==> config.mk <==
export PLATFORM = sky130hd
export DESIGN_NAME = store_queue
export DESIGN_NICKNAME = d
export VERILOG_FILES = /design/src/rtl/store_queue.sv
export SDC_FILE = /design/constraint.sdc
export NUM_CORES = 2
export LEC_CHECK = 0
export BUFFER_PORTS_ARGS = -buffer_cell sky130_fd_sc_hd__buf_2
export CAP_MARGIN = 10
export CELL_PAD_IN_SITES_DETAIL_PLACEMENT = 1
export CELL_PAD_IN_SITES_GLOBAL_PLACEMENT = 1
export CORE_ASPECT_RATIO = 2
export CORE_MARGIN = 3
export CORE_UTILIZATION = 45
export DETAILED_ROUTE_END_ITERATION = 8
export GPL_ROUTABILITY_DRIVEN = 0
export PLACE_DENSITY = 0.76
export RECOVER_POWER = 50
export SYNTH_ARGS = -nofsm -noshare
export SYNTH_HDL_FRONTEND = slang
export SYNTH_SLANG_ARGS = --single-unit
==> constraint.sdc <==
create_clock -name clock -period 7.2 [get_ports clock]
set_clock_uncertainty 0.05 [all_clocks]
set_input_delay 0.36 -clock clock [delete_from_list [all_inputs] [get_ports clock]]
set_output_delay 0.36 -clock clock [all_outputs]
set_load 0.005 [all_outputs]
==> src/rtl/store_queue.sv <==
// Circular in-order store queue: dispatch allocation, execute fill, retire commit,
// cache drain over valid/ready, and byte-granular store-to-load forwarding.
module store_queue #(
  parameter int unsigned SQ_SZ = 8,
  parameter int unsigned IDXW  = $clog2(SQ_SZ),
  parameter int unsigned PW    = IDXW + 1
) (
  input  logic            clock,
  input  logic            reset,
  input  logic            disp_valid,
  output logic            sq_full,
  output logic            sq_empty,
  output logic [PW-1:0]   sq_tail,
  input  logic            exec_valid,
  input  logic [IDXW-1:0] exec_idx,
  input  logic [31:0]     exec_addr,
  input  logic [31:0]     exec_data,
  input  logic [1:0]      exec_size,
  input  logic            retire_valid,
  input  logic            mispred,
  input  logic [PW-1:0]   rollback_tail,
  input  logic [31:0]     load_req_addr,
  input  logic [PW-1:0]   load_sq_tail,
  output logic [31:0]     sq_load_data,
  output logic [3:0]      sq_data_mask,
  output logic            sq_addr_unknown,
  output logic            st_req_valid,
  output logic [31:0]     st_req_addr,
  output logic [31:0]     st_req_data,
  output logic [3:0]      st_req_mask,
  input  logic            st_req_ready
);

  localparam logic [1:0] ST_FREE   = 2'd0;
  localparam logic [1:0] ST_ALLOC  = 2'd1;
  localparam logic [1:0] ST_READY  = 2'd2;
  localparam logic [1:0] ST_COMMIT = 2'd3;

  logic [1:0]      state_q [SQ_SZ];
  logic [1:0]      state_d [SQ_SZ];
  logic [29:0]     addr_q  [SQ_SZ];
  logic [31:0]     data_q  [SQ_SZ];
  logic [3:0]      mask_q  [SQ_SZ];

  logic [PW-1:0]   head_q, head_d;
  logic [PW-1:0]   commit_q, commit_d;
  logic [PW-1:0]   tail_q, tail_d;

  logic [IDXW-1:0] head_idx, commit_idx, tail_idx;
  logic            disp_fire, exec_fire, retire_fire, drain_fire;
  logic [3:0]      exec_mask;
  logic [31:0]     exec_shift, exec_lane_data;
  logic [PW-1:0]   squash_cnt;
  logic [PW-1:0]   fwd_span;
  logic [IDXW-1:0] fwd_idx;
  logic            unused_addr_lsb;

  assign unused_addr_lsb = ^load_req_addr[1:0];

  assign head_idx   = head_q[IDXW-1:0];
  assign commit_idx = commit_q[IDXW-1:0];
  assign tail_idx   = tail_q[IDXW-1:0];

  // Occupancy flags come from registered pointers only.
  assign sq_full  = (tail_q ^ head_q) == {1'b1, {IDXW{1'b0}}};
  assign sq_empty = (tail_q == head_q);
  assign sq_tail  = tail_q;

  assign disp_fire   = disp_valid && !sq_full && !mispred;
  assign exec_fire   = exec_valid && (state_q[exec_idx] == ST_ALLOC);
  assign retire_fire = retire_valid && (state_q[commit_idx] == ST_READY);
  assign drain_fire  = st_req_valid && st_req_ready;

  assign st_req_valid = (state_q[head_idx] == ST_COMMIT);
  assign st_req_addr  = {addr_q[head_idx], 2'b00};
  assign st_req_data  = data_q[head_idx];
  assign st_req_mask  = mask_q[head_idx];

  // Lane-align execute data; bytes outside the store's footprint are zeroed.
  always_comb begin
    case (exec_size)
      2'd0:    exec_mask = 4'b0001 << exec_addr[1:0];
      2'd1:    exec_mask = 4'b0011 << exec_addr[1:0];
      default: exec_mask = 4'b1111;
    endcase
    exec_shift = exec_data << {exec_addr[1:0], 3'b000};
    for (int b = 0; b < 4; b++) begin
      exec_lane_data[8*b +: 8] = exec_shift[8*b +: 8] & {8{exec_mask[b]}};
    end
  end

  always_comb begin
    head_d   = head_q + PW'(drain_fire);
    commit_d = commit_q + PW'(retire_fire);
    tail_d   = mispred ? rollback_tail : tail_q + PW'(disp_fire);
  end

  // Entry state update; squash is applied after execute so it wins on the same entry.
  always_comb begin
    state_d    = state_q;
    squash_cnt = tail_q - rollback_tail;
    if (drain_fire)  state_d[head_idx]   = ST_FREE;
    if (retire_fire) state_d[commit_idx] = ST_COMMIT;
    if (exec_fire)   state_d[exec_idx]   = ST_READY;
    for (int i = 0; i < SQ_SZ; i++) begin
      if (mispred && ({1'b0, IDXW'(i) - rollback_tail[IDXW-1:0]} < squash_cnt)) begin
        state_d[i] = ST_FREE;
      end
    end
    if (disp_fire) state_d[tail_idx] = ST_ALLOC;
  end

  always_ff @(posedge clock) begin
    if (!reset) begin
      head_q   <= '0;
      commit_q <= '0;
      tail_q   <= '0;
      for (int i = 0; i < SQ_SZ; i++) state_q[i] <= ST_FREE;
    end else begin
      head_q   <= head_d;
      commit_q <= commit_d;
      tail_q   <= tail_d;
      state_q  <= state_d;
    end
  end

  always_ff @(posedge clock) begin
    if (reset && exec_fire) begin
      addr_q[exec_idx] <= exec_addr[31:2];
      data_q[exec_idx] <= exec_lane_data;
      mask_q[exec_idx] <= exec_mask;
    end
  end

  // Forwarding: walk oldest to youngest so younger matches overwrite older lanes.
  always_comb begin
    sq_load_data    = '0;
    sq_data_mask    = '0;
    sq_addr_unknown = 1'b0;
    fwd_idx         = '0;
    fwd_span        = load_sq_tail - head_q;
    for (int k = 0; k < SQ_SZ; k++) begin
      fwd_idx = head_idx + IDXW'(k);
      if (PW'(k) < fwd_span) begin
        if (state_q[fwd_idx] == ST_ALLOC) begin
          sq_addr_unknown = 1'b1;
        end else if ((state_q[fwd_idx] != ST_FREE) &&
                     (addr_q[fwd_idx] == load_req_addr[31:2])) begin
          for (int b = 0; b < 4; b++) begin
            if (mask_q[fwd_idx][b]) begin
              sq_load_data[8*b +: 8] = data_q[fwd_idx][8*b +: 8];
              sq_data_mask[b]        = 1'b1;
            end
          end
        end
      end
    end
  end

endmodule
After elaboration in Yosys (flattened, before gate mapping)
Memory sizes are Yosys's and may differ from the RTL's. A register that Yosys moved wholly into a read port is not among the register bits.
Cells that the tools add are included.
- register bits after elaboration: 28
- bits in latches: 0
- RAM bits: 528
- bits in read-only memories: 0
- input bits: 116
- output and inout port bits: 112
- word-level logic and storage cells: 337
- memories kept: 3
- memory list (memory ; depth ; width ; rd ports ; clocked after memory_dff ; wr ports ; RTL line ; source):
    data_q ; 8 ; 32 ; 8 ; 1 ; 1 ; 42 ; logic [31:0] data_q [SQ_SZ];
    addr_q ; 8 ; 30 ; 8 ; 1 ; 1 ; 41 ; logic [29:0] addr_q [SQ_SZ];
    mask_q ; 8 ; 4 ; 8 ; 1 ; 1 ; 43 ; logic [3:0] mask_q [SQ_SZ];
- $add $sub $neg: 20
- multiply operators: 0
- divide/modulo/power cells: 0
- order comparisons: 31
- eq/ne operators: 22
- shifts and indexed selects: 3
- muxes and demuxes: 185
- bitwise gates (word level): 25
- reduce and logical (&&, ||, !) cells: 37
- operators with widths (operator ; number):
    $mux 32 ; 24
    $mux 8 ; 32
    $eq 30x30->1 ; 8
    $mux 4 ; 25
    $mux 16 ; 4
    $mux 2 ; 32
    $bmux 2 s3 ; 10
    $mux 1 ; 50
    $and 8x8->8 ; 6
    $ge 4x4->1 const B ; 11
    $not 3->4 ; 11
    $lt 3x4->1 ; 8
    $shl 32x5->32 ; 1
    $logic_and 1x1->1 ; 26
    $demux 2 s3 ; 4
    $eq 2x1->1 const B ; 10
    $and 16x16->16 ; 1
    $lt 3x4->1 const A ; 4
    $lt 4x1->1 const B ; 4
    $not 16->16 ; 1
    $not 8->8 ; 2
    $or 16x16->16 ; 1
    $or 8x8->8 ; 2
    $reduce_bool 2->1 ; 8
    20 further kinds ; 38

Logic depth before layout (Yosys ltp)
- depth after elaboration: 37
- depth in mapped cells: 27
- depth with buffers taken out: 15

Least setup slack after synthesis
Ideal clock, no wire load.
- kind: reg2out
- start point: register head_q[1]
- end point: output sq_load_data[0]
- arrival time: 5384 ps
- required time: 6790 ps
- slack: 1406 ps
- cell stages (with the launch flop): 24
- buffers on the path: 16
- cell sequence: dfxtp_1 -> buf_4 -> buf_6 -> buf_6 -> buf_4 -> buf_2 -> inv_1 -> ha_1 -> buf_6 -> buf_6 -> buf_6 -> buf_6 -> buf_6 -> buf_6 -> buf_2 -> buf_2 -> buf_2 -> buf_2 -> buf_2 -> mux4_2 -> mux2i_1 -> o221ai_1 -> a2111oi_0 -> o31ai_1
- cells in the longest elaborated chain, start to end: 37
- elaborated cells on any way between the ends: 113
- classes of those cells: 8 x add/sub; 8 x order compare; 15 x eq/ne; 55 x mux; 8 x bitwise; 16 x reduce/logical; 3 x memory
- RTL lines (element ; RTL line ; source):
    start: declaration ; 45 ; logic [PW-1:0] head_q, head_d;
    start signal: assignment ; 115 ; head_q <= '0;
    start signal: assignment ; 120 ; head_q <= head_d;
    parallel branches: the longest is 36 deep, another holds $mem_v2 8x30 ; n/a ;
    $mux 32 * ; 144 ; if (PW'(k) < fwd_span) begin
    end: declaration ; 24 ; output logic [31:0] sq_load_data,
Mark *: on every way between the ends. The select of a mux whose other input is x is not followed.

Final worst setup path
- start point: register head_q[1]
- end point: output sq_load_data[5]
The elaborated chain is that of the path after synthesis.

==> flow_summary.ini <==
[run_status]
outcome = finished with violations
violations = capacitance limit, slew limit

[critical_path]
critical_path_class = register to output pin
critPathArrivalTime_ns = 6.79
crit_path_cell_trace = inv_1 > ha_4 > buf_4 > mux4_2 > a2bb2oi_1 > a211oi_1 > a31oi_1 > o221ai_1 > nor2_1 > nand3_1 > buf_4 > nand3_1 > o221ai_1 > a2111oi_0 > o31ai_1 > buf_2
cp-end-kind = output pin
cp_slowest_cell = a2bb2oi_1
max_stage_delay_ns = 0.73
crit_required_ns = 6.79
worstPathMaxFanout = 23
crit_path_start_kind = register

[timing]
maxSlewHeadroom_pct = -121
worst_hold_slack_ns = 0.0365
maxSlewViolCount = 192
finalWorstSetupSlack_ns = 0.00440
finalCritPeriodShare_pct = 99.9
worst_slew_pin_slew_ns = 3.31
timing.final.crit_period_ns = 7.20
setup-violations-final = 0
fmax_ghz = 0.139
final_hold_viol_count = 0
rsz0062_at_grt = no
setup_tns_ns = 0

[run]
cap_violations = 7

[cells_and_area]
fin_cells = 5311
design_area_mm2 = 0.0512
nets = 4061
area_delta_synth_final_pct = 9.67
drive_gt1_share_pct = 27.3
fillerInstances = 10700

[power]
pwr-share-clk_pct = 42.1
p_sw_mw = 1.81
swShare_pct = 25.3
intPower_mw = 5.34
pwr-share-seq_pct = 50.1
p_leak_nw = 16.8
combPwrFrac_pct = 7.8
pwr_density_cell_mw_per_mm2 = 140
peakVddDrop_mv = 0.195

[synthesis]
async_flop_share_pct = 0
synthesis.area_mm2 = 0.0467
yosys.area.top_type_share_pct = 33.9
yosysSeqAreaShare_pct = 35.1
ys_ff_latch = 555
synthAdderAreaFrac_pct = 0.905
ys_types = 94
synth-compound-area-share_pct = 8.18
synthSimpleGateAreaFrac_pct = 10.4
synthXorXnorAreaFrac_pct = 4.65
ys.flop_type = edfxtp_1
syn_avg_cell_area_um2 = 12.3
synth.cells.most_frequent = mux4_2 (577), nand2_1 (569), edfxtp_1 (528), mux2i_1 (344), xnor2_1 (196)
synth-edff-count = 528
yosysMostFrequentCell = mux4_2
synth_area_leaders = edfxtp_1 (34%), mux4_2 (28%), mux2i_1 (7.4%)
synth.area.mux_share_pct = 36.7
syn_inst = 3806
yosys_warnings = 0
synth_top_family_by_area = multiplexers
yosys.area.top_type = edfxtp_1

[global_routing]
globalRouteOverflowTotal = 0
antenna_found_initial = 17
grt_pass1_vias = 39100
grt_start_max_net_pins = 132
grt_pass1_wl_um = 269000
track_usage_pct = 34.5

[routing]
drt_wl_total_um = 189000
vias_per_cell = 7.13
vias = 37800
drtIter0Drc = 3633
first_pass_iters = 5
drt.antenna.violating_nets = 0
drc = 0
wl_per_cell_um = 35.5

[die]
die_h_um = 462
rows = 166
die_x_um = 234
start_util_pct = 45.5
dieArea_mm2 = 0.108
pin_count = 228
core_area_mm2 = 0.103

[place]
dp.cells = 5152
port_buffers = 223
pre_cts_ws_ns = 0.397
hpwl_um = 132000
dpl-instance-area_mm2 = 0.0489

[clocking]
cts_buffer_depth = 3
cts.clk_slew.worst_paths_ns = 0.08
root_buffer = clkbuf_16
tritoncts = yes
htree_levels = 2
clk_latency_ns = 0.66
cts_buffers = 54
cts.sinks = 555

[min_path]
hp-class = input port to register
## stage by stage
stage / utilization [%] / total power, mW
floorplan: - / 3.92
global placement: 47.7 / 4.15
detailed placement: 47.7 / 4.16
CTS: 49.8 / 7.17
global route: 49.9 / 7.32
finish: 49.9 / 7.15
## cells by family after synthesis
family,count (synthesis)
adders and majority gates,32
xor gates and xnor gates,247
muxes,984
and+or+nand+nor,1066
buffers and inverters,387
other,1
DFF,555
AOI/OAI and AO/OA,534
## routing by layer
metal | part of all wire (%) | vias to the layer above | wire (um) | global-route usage [%]
li1 | - | 15400 | - | -
met1 | 32 | 19600 | 59600 | 35.4
met2 | 50 | 2091 | 94600 | 59.8
met3 | 8.0 | 752 | 15000 | 7.66
met4 | 10 | 10 | 19300 | 28.2
met5 | 0.037 | - | 70 | 0
## sequential cells by signal, indices dropped and copies added, names as in the netlist
name      flops
state_q      16
commit_q      3
mask_q       32
data_q      256
head_q        4
sq_tail       4
addr_q      240
## final timing paths
check / start / end / slack (ns) / cells past startpoint
worst max register to register: head_q[1] / state_q[7] / 1.65 / 10
worst max-delay path: head_q[1] / sq_load_data[5] / 0.004 / 16
worst min-delay path: rollback_tail[1] / sq_tail[1] / 0.04 / 3
worst min register to register: state_q[7] / state_q[7] / 0.62 / 2
## power groups by stage
stage / registers (mW) / clock network, mW / logic (mW)
floorplan: 3.64 / 0 / 0.277
global placement: 3.65 / 0 / 0.499
detailed placement: 3.65 / 0 / 0.513
CTS: 3.58 / 3.06 / 0.531
global route: 3.58 / 3.16 / 0.578
finish: 3.58 / 3.01 / 0.555
## layout make-up
cell class | count | area, um^2 | share of cell area, %
repair buffers | 381 | 2510 | 4.89
well taps | 1344 | 1680 | 3.28
diodes | 10 | 25.0 | 0.0488
flip-flops and latches | 555 | 16400 | 32.0
clock buffers | 60 | 1400 | 2.72
clock inverters | 40 | 422 | 0.823
inverters | 56 | 213 | 0.415
multi-input cells | 2865 | 28600 | 55.8
## worst max-delay path: cells and delay by family, from the launching register on
kind | cells | cell delay, ns
fa+ha+maj | 1 | 0.54
simple gates | 3 | 0.80
buf+inv | 4 | 1.01
mux | 1 | 0.63
flops | 1 | 0.41
compound gates | 7 | 2.65
## layout by cell type (no fill, tap or decap), drive strengths merged, types with 62 or more instances in the layout
cell type and instances:
mux2i 344, nand3 121, inv 62, a21oi 98
mux4 578, clkbuf 104, edfxtp 528, mux2 62
buf 305, nor2 129, xnor2 196, nand2 569
## what timing repair did
action,4_1_cts,5_1_grt
resized for setup,2,10
setup endpoints to repair,17,35
hold buffers,32,0
hold endpoints to repair,242,0
buffers inserted,1,13
pin swaps,1,2
(Power assumes the default switching activity.)
